### config.mk
export PLATFORM = sky130hd
export DESIGN_NAME = music_player_control
export DESIGN_NICKNAME = d
export VERILOG_FILES = /design/src/rtl/music_player_control.sv
export SDC_FILE = /design/constraint.sdc
export NUM_CORES = 1
export LEC_CHECK = 0
export BUFFER_PORTS_ARGS = -buffer_cell sky130_fd_sc_hd__buf_4
export CAP_MARGIN = 20
export CORE_MARGIN = 10
export CORE_UTILIZATION = 60
export CTS_CLUSTER_SIZE = 20
export DETAILED_ROUTE_END_ITERATION = 8
export PLACE_DENSITY = 0.86
export SLEW_MARGIN = 20
export SYNTH_ARGS = -nofsm -noshare
export SYNTH_HDL_FRONTEND = slang
export SYNTH_SLANG_ARGS = --single-unit
### constraint.sdc
create_clock -name clk -period 8.22 [get_ports clk]
set_clock_uncertainty 0.1 [all_clocks]
set_input_delay 1.644 -clock clk [delete_from_list [all_inputs] [get_ports clk]]
set_output_delay 1.644 -clock clk [all_outputs]
set_load 0.02 [all_outputs]
### src/rtl/music_player_control.sv
// Audio ROM address sequencer: play/pause, seek with display-timer correction, song select, volume/mute.
// Button actions land on the clock edge that samples the press; pulses (prox_musica, start, mudou_volume) last one cycle.
module music_player_control #(
  parameter int          SAMPLE_RATE = 8000,
  parameter int          HOLD_CYCLES = 64,
  parameter logic [7:0]  END_MARK    = 8'hFF,
  parameter int          VOL_MAX     = 10
) (
  input  logic              clk,
  input  logic              reset,
  input  logic              count,
  input  logic              passa_10s,
  input  logic              volta_10s,
  input  logic              passa_30s,
  input  logic              volta_30s,
  input  logic              prox,
  input  logic              prev,
  input  logic              aumenta,
  input  logic              diminui,
  input  logic              mute,
  input  logic [7:0]        current_value,
  output logic [21:0]       endereco,
  output logic [1:0]        select,
  output logic [23:0]       full_addr,
  output logic signed [8:0] time_adder,
  output logic              prox_musica,
  output logic              start,
  output logic [3:0]        volume1,
  output logic [3:0]        volume0,
  output logic              mudou_volume
);

  localparam int                 HW       = $clog2(HOLD_CYCLES + 1);
  localparam logic [21:0]        ADDR_MAX = 22'h3FFFFF;
  localparam logic signed [24:0] OFF_10   = 25'(10 * SAMPLE_RATE);
  localparam logic signed [24:0] OFF_30   = 25'(30 * SAMPLE_RATE);
  localparam logic signed [24:0] SUM_MAX  = 25'(ADDR_MAX);
  localparam logic [3:0]         VMAX     = 4'(VOL_MAX);

  logic [8:0]        btn_d, btn_q, rise;
  logic [21:0]       endereco_d, endereco_q;
  logic [1:0]        select_d, select_q;
  logic signed [8:0] ta_d, ta_q;
  logic [HW-1:0]     hold_d, hold_q;
  logic              prox_musica_d, prox_musica_q;
  logic              start_d, start_q;
  logic [3:0]        vol_d, vol_q;
  logic              muted_d, muted_q;
  logic              mudou_d, mudou_q;
  logic [3:0]        disp_cur, disp_nxt;

  logic              seek_hit, song_chg;
  logic signed [24:0] seek_off, sum;
  logic signed [8:0] seek_ta;

  logic rise_p30, rise_p10, rise_v30, rise_v10, rise_prox, rise_prev;
  logic rise_aum, rise_dim, rise_mute;

  always_comb begin
    btn_d = {mute, diminui, aumenta, prev, prox, volta_10s, volta_30s, passa_10s, passa_30s};
  end

  assign rise      = btn_d & ~btn_q;
  assign rise_p30  = rise[0];
  assign rise_p10  = rise[1];
  assign rise_v30  = rise[2];
  assign rise_v10  = rise[3];
  assign rise_prox = rise[4];
  assign rise_prev = rise[5];
  assign rise_aum  = rise[6];
  assign rise_dim  = rise[7];
  assign rise_mute = rise[8];

  assign disp_cur = muted_q ? 4'd0 : vol_q;

  always_comb begin
    endereco_d    = endereco_q;
    select_d      = select_q;
    ta_d          = ta_q;
    hold_d        = hold_q;
    prox_musica_d = 1'b0;
    start_d       = 1'b0;
    song_chg      = 1'b0;
    seek_hit      = 1'b1;
    seek_off      = '0;
    seek_ta       = 9'sd1;

    if (rise_p30) begin
      seek_off = OFF_30;
      seek_ta  = 9'sd31;
    end else if (rise_p10) begin
      seek_off = OFF_10;
      seek_ta  = 9'sd11;
    end else if (rise_v30) begin
      seek_off = -OFF_30;
      seek_ta  = -9'sd29;
    end else if (rise_v10) begin
      seek_off = -OFF_10;
      seek_ta  = -9'sd9;
    end else begin
      seek_hit = 1'b0;
    end
    sum = $signed({3'b000, endereco_q}) + seek_off;

    // Hold window decays unless something below reloads or cancels it.
    if (hold_q != '0) hold_d = hold_q - 1'b1;
    else              ta_d   = 9'sd1;

    // An end-of-song pulse always advances, even against a concurrent prev press.
    if (prox_musica_q || (rise_prox && !rise_prev)) begin
      select_d = select_q + 2'd1;
      song_chg = 1'b1;
    end else if (rise_prev && !rise_prox) begin
      select_d = select_q - 2'd1;
      song_chg = 1'b1;
    end

    if (song_chg) begin
      start_d    = 1'b1;
      endereco_d = '0;
      ta_d       = 9'sd1;
      hold_d     = '0;
    end else if (seek_hit) begin
      if (sum > SUM_MAX) begin
        prox_musica_d = 1'b1;
      end else begin
        endereco_d = (sum < 25'sd0) ? 22'd0 : sum[21:0];
        ta_d       = seek_ta;
        hold_d     = HW'(HOLD_CYCLES - 1);
      end
    end else if (count) begin
      if (endereco_q == ADDR_MAX || current_value == END_MARK) prox_musica_d = 1'b1;
      else                                                    endereco_d    = endereco_q + 22'd1;
    end
  end

  always_comb begin
    vol_d   = vol_q;
    muted_d = muted_q ^ rise_mute;
    if (!muted_q && (rise_aum ^ rise_dim)) begin
      if (rise_aum && vol_q < VMAX)       vol_d = vol_q + 4'd1;
      else if (rise_dim && vol_q != 4'd0) vol_d = vol_q - 4'd1;
    end
    disp_nxt = muted_d ? 4'd0 : vol_d;
    mudou_d  = (disp_nxt != disp_cur);
  end

  always_ff @(posedge clk) begin
    if (!reset) begin
      btn_q         <= '0;
      endereco_q    <= '0;
      select_q      <= '0;
      ta_q          <= 9'sd1;
      hold_q        <= '0;
      prox_musica_q <= 1'b0;
      start_q       <= 1'b0;
      vol_q         <= 4'd5;
      muted_q       <= 1'b0;
      mudou_q       <= 1'b0;
    end else begin
      btn_q         <= btn_d;
      endereco_q    <= endereco_d;
      select_q      <= select_d;
      ta_q          <= ta_d;
      hold_q        <= hold_d;
      prox_musica_q <= prox_musica_d;
      start_q       <= start_d;
      vol_q         <= vol_d;
      muted_q       <= muted_d;
      mudou_q       <= mudou_d;
    end
  end

  assign endereco     = endereco_q;
  assign select       = select_q;
  assign full_addr    = {select_q, endereco_q};
  assign time_adder   = ta_q;
  assign prox_musica  = prox_musica_q;
  assign start        = start_q;
  assign mudou_volume = mudou_q;
  assign volume1      = (disp_cur >= 4'd10) ? 4'd1 : 4'd0;
  assign volume0      = (disp_cur >= 4'd10) ? disp_cur - 4'd10 : disp_cur;

endmodule

# [Word level (Yosys, flattened, before mapping)]
# Cells that the tools add are included.
# W data, S select, Z words.
[word_totals] elab_cells=87 ram_bits=0 latch_bits=0 ff_bits=57 romBits=0 n_memories=0
[classes] n_bitwise=5 n_mux=39 shifts=0 n_addsub=8 div_mod_pow=0 n_lt_le_gt_ge=4 n_eq_ne=5 n_mul=0 reduce_logical=16
[op_table] cell="$mux W22" count=5
[op_table] cell="$mux W25" count=4
[op_table] cell="$mux W9" count=7
[op_table] cell="$add A23 B25 Y25" count=1
[op_table] cell="$gt A25 B23 Y1 const B" count=1
[op_table] cell="$lt A25 B1 Y1 const B" count=1
[op_table] cell="$mux W4" count=6
[op_table] cell="$add A22 B1 Y22 const B" count=1
[op_table] cell="$eq A22 B22 Y1 const B" count=1
[op_table] cell="$mux W7" count=3
[op_table] cell="$mux W1" count=12
[op_table] cell="$and A9 B9 Y9" count=1
[op_table] cell="$not A9 Y9" count=1
[op_table] cell="$eq A8 B8 Y1 const B" count=1
[op_table] cell="$reduce_bool A7 Y1" count=1
[op_table] cell="$sub A7 B1 Y7 const B" count=1
[op_table] cell="$logic_and A1 B1 Y1" count=5
[op_table] cell="$add A4 B1 Y4 const B" count=1
[op_table] cell="$ge A4 B4 Y1 const B" count=1
[op_table] cell="$lt A4 B4 Y1 const B" count=1
[op_table] cell="$mux W2" count=2
[op_table] cell="$ne A2 B2 Y1 const B" count=2
[op_table] cell="$ne A4 B4 Y1" count=1
[op_table] cell="$reduce_bool A2 Y1" count=2
[op_table] cell="11 further kinds" count=15

# [Longest topological paths before layout]
[logic_depth] ltp_word=11 depth_mapped=21 depth_no_buf=18

# [Worst setup path after synthesis]
# Ideal clock, no wire load.
[synth_timing] path_kind="input -> register" from="input port passa_30s" to="register endereco_q[13] (netlist: endereco[13])" cell_stages=20 arrival_time_ns=5.531 slack_ns=2.468 setup_ns=0.122 required_time_ns=7.998 path_cell_list="nor2b_4 > nor2_1 > inv_1 > nor3_1 > inv_1 > clkbuf_1 > clkbuf_1 > ha_1 > inv_1 > fa_1 > nor2b_1 > o2111ai_1 > a21oi_2 > o311a_2 > a22o_1 > a21oi_1 > a31o_1 > buf_6 > nor2_4 > o311a_1"
[synth_between] elab_chain_cells=7 word_cells_on_any_way=13 cone_classes="add/sub (1); order compare (2); eq/ne (2); mux (5); bitwise (1); reduce/logical (2)"
[synth_rtl] element="start: declaration" line="14" text="input logic passa_30s,"
[synth_rtl] element="$and A9 B9 Y9 *" line="63" text="assign rise = btn_d & ~btn_q;"
[synth_rtl] element="$mux W25" line="88" text="if (rise_p30) begin"
[synth_rtl] element="$add A23 B25 Y25" line="103" text="sum = $signed({3'b000, endereco_q}) + seek_off;"
[synth_rtl] element="$lt A25 B1 Y1" line="127" text="endereco_d = (sum < 25'sd0) ? 22'd0 : sum[21:0];"
[synth_rtl] element="$mux W22" line="127"
[synth_rtl] element="$mux W22" line="124" text="if (sum > SUM_MAX) begin"
[synth_rtl] element="$mux W22" line="123" text="end else if (seek_hit) begin"
[synth_rtl] element="end signal: assignment" line="162" text="endereco_q <= endereco_d;"
[synth_rtl] element="end: declaration" line="41" text="logic [21:0] endereco_d, endereco_q;"
# Mark *: on every way between the ends. The rest lies on a longest branch, timed or not. The select of a mux whose other input is x is not followed.
# A chain may end at the register's enable or synchronous reset.

# [Final worst setup path]
[layout_timing] from="input port passa_30s" to="register endereco_q[20] (netlist: endereco[20])"
# The elaborated chain is that of the path after synthesis.

==> flow_summary.yaml <==
status:
  status: "complete, no violations"
placement:
  placedCellCount: 688
  port_buffers: 84
  gp_congestion: 0.952
  dp_hpwl_um: 9650
logic_synthesis:
  async_flop_share_pct: 0
  synth.cell_area_um2: 4470
  synth-seq-cells: 57
  synth_top_cell_by_area: "dfxtp_1"
  synth-edff-count: 0
  yosysWarnings: 0
  syn-mean-instance-area_um2: 7.98
  synth_flop_cell: "dfxtp_1"
  synth_top_area_share_pct: 25.5
  synth.area.top_cells: "dfxtp_1 26%, buf_4 4.7%, xnor2_1 4.3%, ha_1 3.9%, nand2_1 3.7%"
  synth_cell_types: 80
  seq_area_frac_synth_pct: 25.5
  syn_inst: 560
critical_path:
  worstSetupPathType: "input port to register"
  critPathLaunchType: "input port"
  arrival_ps: 6450
  required_ps: 8350
  critPathCaptureType: "register"
  crit_path_max_fanout: 20
layout:
  syn2layout_area_growth_pct: 14.3
  fin_cells: 704
  fill_cells: 602
  final_net_count: 635
  post-route-util_pct: 70.4
  drive_gt1_share_pct: 21.8
  seqCellArea_um2: 1140
  multi_input_area_um2: 2920
  diodes: 0
die:
  die_h_um: 106
  ios: 88
  start_util_pct: 61.6
  fp-row-count: 31
  die_area_um2: 11300
  core_area_um2: 7250
  fp.dieW_um: 106
power_and_ir_drop:
  p_leak_nw: 2.14
  power_density_nw_per_um2: 189
  clkPwrFrac_pct: 28.4
  finalPower_w: 0.000964
  p_sw_share_pct: 38.7
  power.share.combinational_pct: 36.6
  p_int_w: 0.000591
  ir_drop_v: 0.0000851
  p_switching_w: 0.000374
  seqPwrFrac_pct: 34.9
drt:
  first_pass_iters: 5
  vias_per_cell: 6.34
  vias: 4461
  antenna_left: 0
  drcViolationCount: 0
  first_iter_violations: 381
  detail_route.wirelength_um: 13000
  routedWlPerCell_um: 18.4
timing:
  finalHoldViolCount: 0
  layout_min_cycle_time_ps: 6310
  worstMarginPinSlew_ps: 964
  finalSetupTns_ps: 0
  setup_viol: 0
  drv_slew: 0
  rsz0062_at_grt: "false"
  max-slew-margin-rel_pct: 35.6
  fin_crit_sh_pct: 76.8
  fmax_mhz: 158
cts:
  htreeDepth: 3
  cts_tree: "yes"
  post_cts_resized: 0
  root_buffer: "clkbuf_8"
  ctsHoldBuffers: 0
  clock_latency_ps: 350
  numCtsBuffers: 9
  cts_sinks: 57
  cts_buffer_depth: 2
  clk_pin_slew_ps: 70
  cts_setup_buffers: 0
grt:
  grt_pass1_vias: 4343
  grt_antenna_before_repair: 0
  grt_max_degree: 27
  grt_first_pass_wirelength_um: 21200
  grt_usage_pct: 22.4
  grt.overflow.total: 0
min_path:
  min_path_type: "register to register"
flow_run:
  cap_viol_max_count: 0
## layout by cell type (no fill, tap or decap), types with 4 or more instances in the layout
cell type / n
buf_4: 88
dfxtp_1: 57
nand2_1: 44
nor2_1: 38
a21oi_1: 32
xnor2_1: 22
and2_1: 21
nand3_1: 21
inv_1: 16
a211oi_1: 15
o21ai_0: 14
ha_1: 14
nor3_1: 13
nand4_1: 13
a31oi_1: 12
xor2_1: 12
clkbuf_8: 10
or3_1: 9
nor2b_1: 8
o211ai_1: 7
and3_1: 6
nand2b_1: 6
nor3b_1: 6
nor4_1: 6
mux2i_1: 6
o31ai_1: 5
a41o_1: 5
a21o_1: 5
o31a_1: 4
a211o_1: 4
mux2_2: 4
o22ai_1: 4
o21ai_1: 4
## power groups by stage
stage	Combinational (W)	Sequential, W	Clock (W)
floorplan	0.000257	0.000340	0
global placement	0.000341	0.000341	0
detailed placement	0.000348	0.000342	0
CTS	0.000350	0.000336	0.000274
global route	0.000387	0.000341	0.000285
finish	0.000353	0.000337	0.000274
## path summary, 6_finish.rpt
path | endpoint | startpoint | slack (ps) | cells past startpoint
worst max-delay path | endereco[20] | passa_30s | 1910 | 20
worst min-delay path | time_adder[1] | time_adder[1] | 360 | 2
worst max register to register | endereco[20] | btn_q[0] | 2980 | 19
worst min register to register | time_adder[1] | time_adder[1] | 360 | 2
## state kept, by name, summed over array words and instances (netlist names)
register      count
time_adder        9
select            2
mudou_volume      1
vol_q             4
btn_q             9
muted_q           1
endereco         22
hold_q            7
start             1
prox_musica       1
## Yosys cell counts, types with 13 or more instances
master    number
and2_1        21
clkbuf_1      26
nand3_1       21
nand4_1       13
nor3_1        14
nand2_1       44
ha_1          14
inv_1         16
o21ai_0       14
dfxtp_1       57
a211oi_1      15
buf_4         28
nor2_1        38
a21oi_1       32
xnor2_1       22
## critical path, stage by stage
cell,delay [ps]
buf_4,80
nor2b_4,210
nor2_1,90
inv_1,180
nor3_2,60
buf_4,210
inv_1,480
ha_1,300
inv_1,60
fa_1,410
nor2b_1,180
a2111oi_0,440
o22ai_1,180
xnor2_1,230
and2_1,160
nand4_1,170
a2111oi_4,330
a31o_1,570
nor2_4,120
o311a_1,310
## metrics by stage
stage	hold WS (ps)	instance area (µm²)	setup WS (ps)
global route	388	5110	1520
CTS	364	5110	2030
finish	361	5110	1910
floorplan	400	4470	2470
detailed placement	347	4900	1760
global placement	342	4900	1860
## logic make-up after synthesis
family                     count (synthesis)  share of synthesized area, %
muxes                                     10                          2.35
adders and majority gates                 17                          4.85
AOI/OAI and AO/OA                        152                          25.4
and+or+nand+nor                          212                          25.7
xor gates and xnor gates                  34                          6.67
other                                      1                        0.0840
buffers and inverters                     77                          9.44
DFF                                       57                          25.5
## per-layer routing
metal | GRT usage [%] | share of wire, % | vias up
met5 | 0 | 0 | -
met4 | 9.67 | 2.9 | 0
met3 | 5.01 | 8.1 | 37
met2 | 37.5 | 47 | 231
met1 | 26.9 | 42 | 2077
li1 | - | - | 2116
## final cells by class
| cell class | count | share of cell area (%) |
|---|---|---|
| multi-input combinational | 428 | 57.1 |
| tap | 99 | 2.43 |
| sequential | 57 | 22.3 |
| clock buffer | 10 | 2.70 |
| timing repair buffer | 88 | 12.9 |
| clock inverter | 6 | 1.30 |
| inverter | 16 | 1.18 |
No activity file was read; power rests on OpenSTA's default activity.
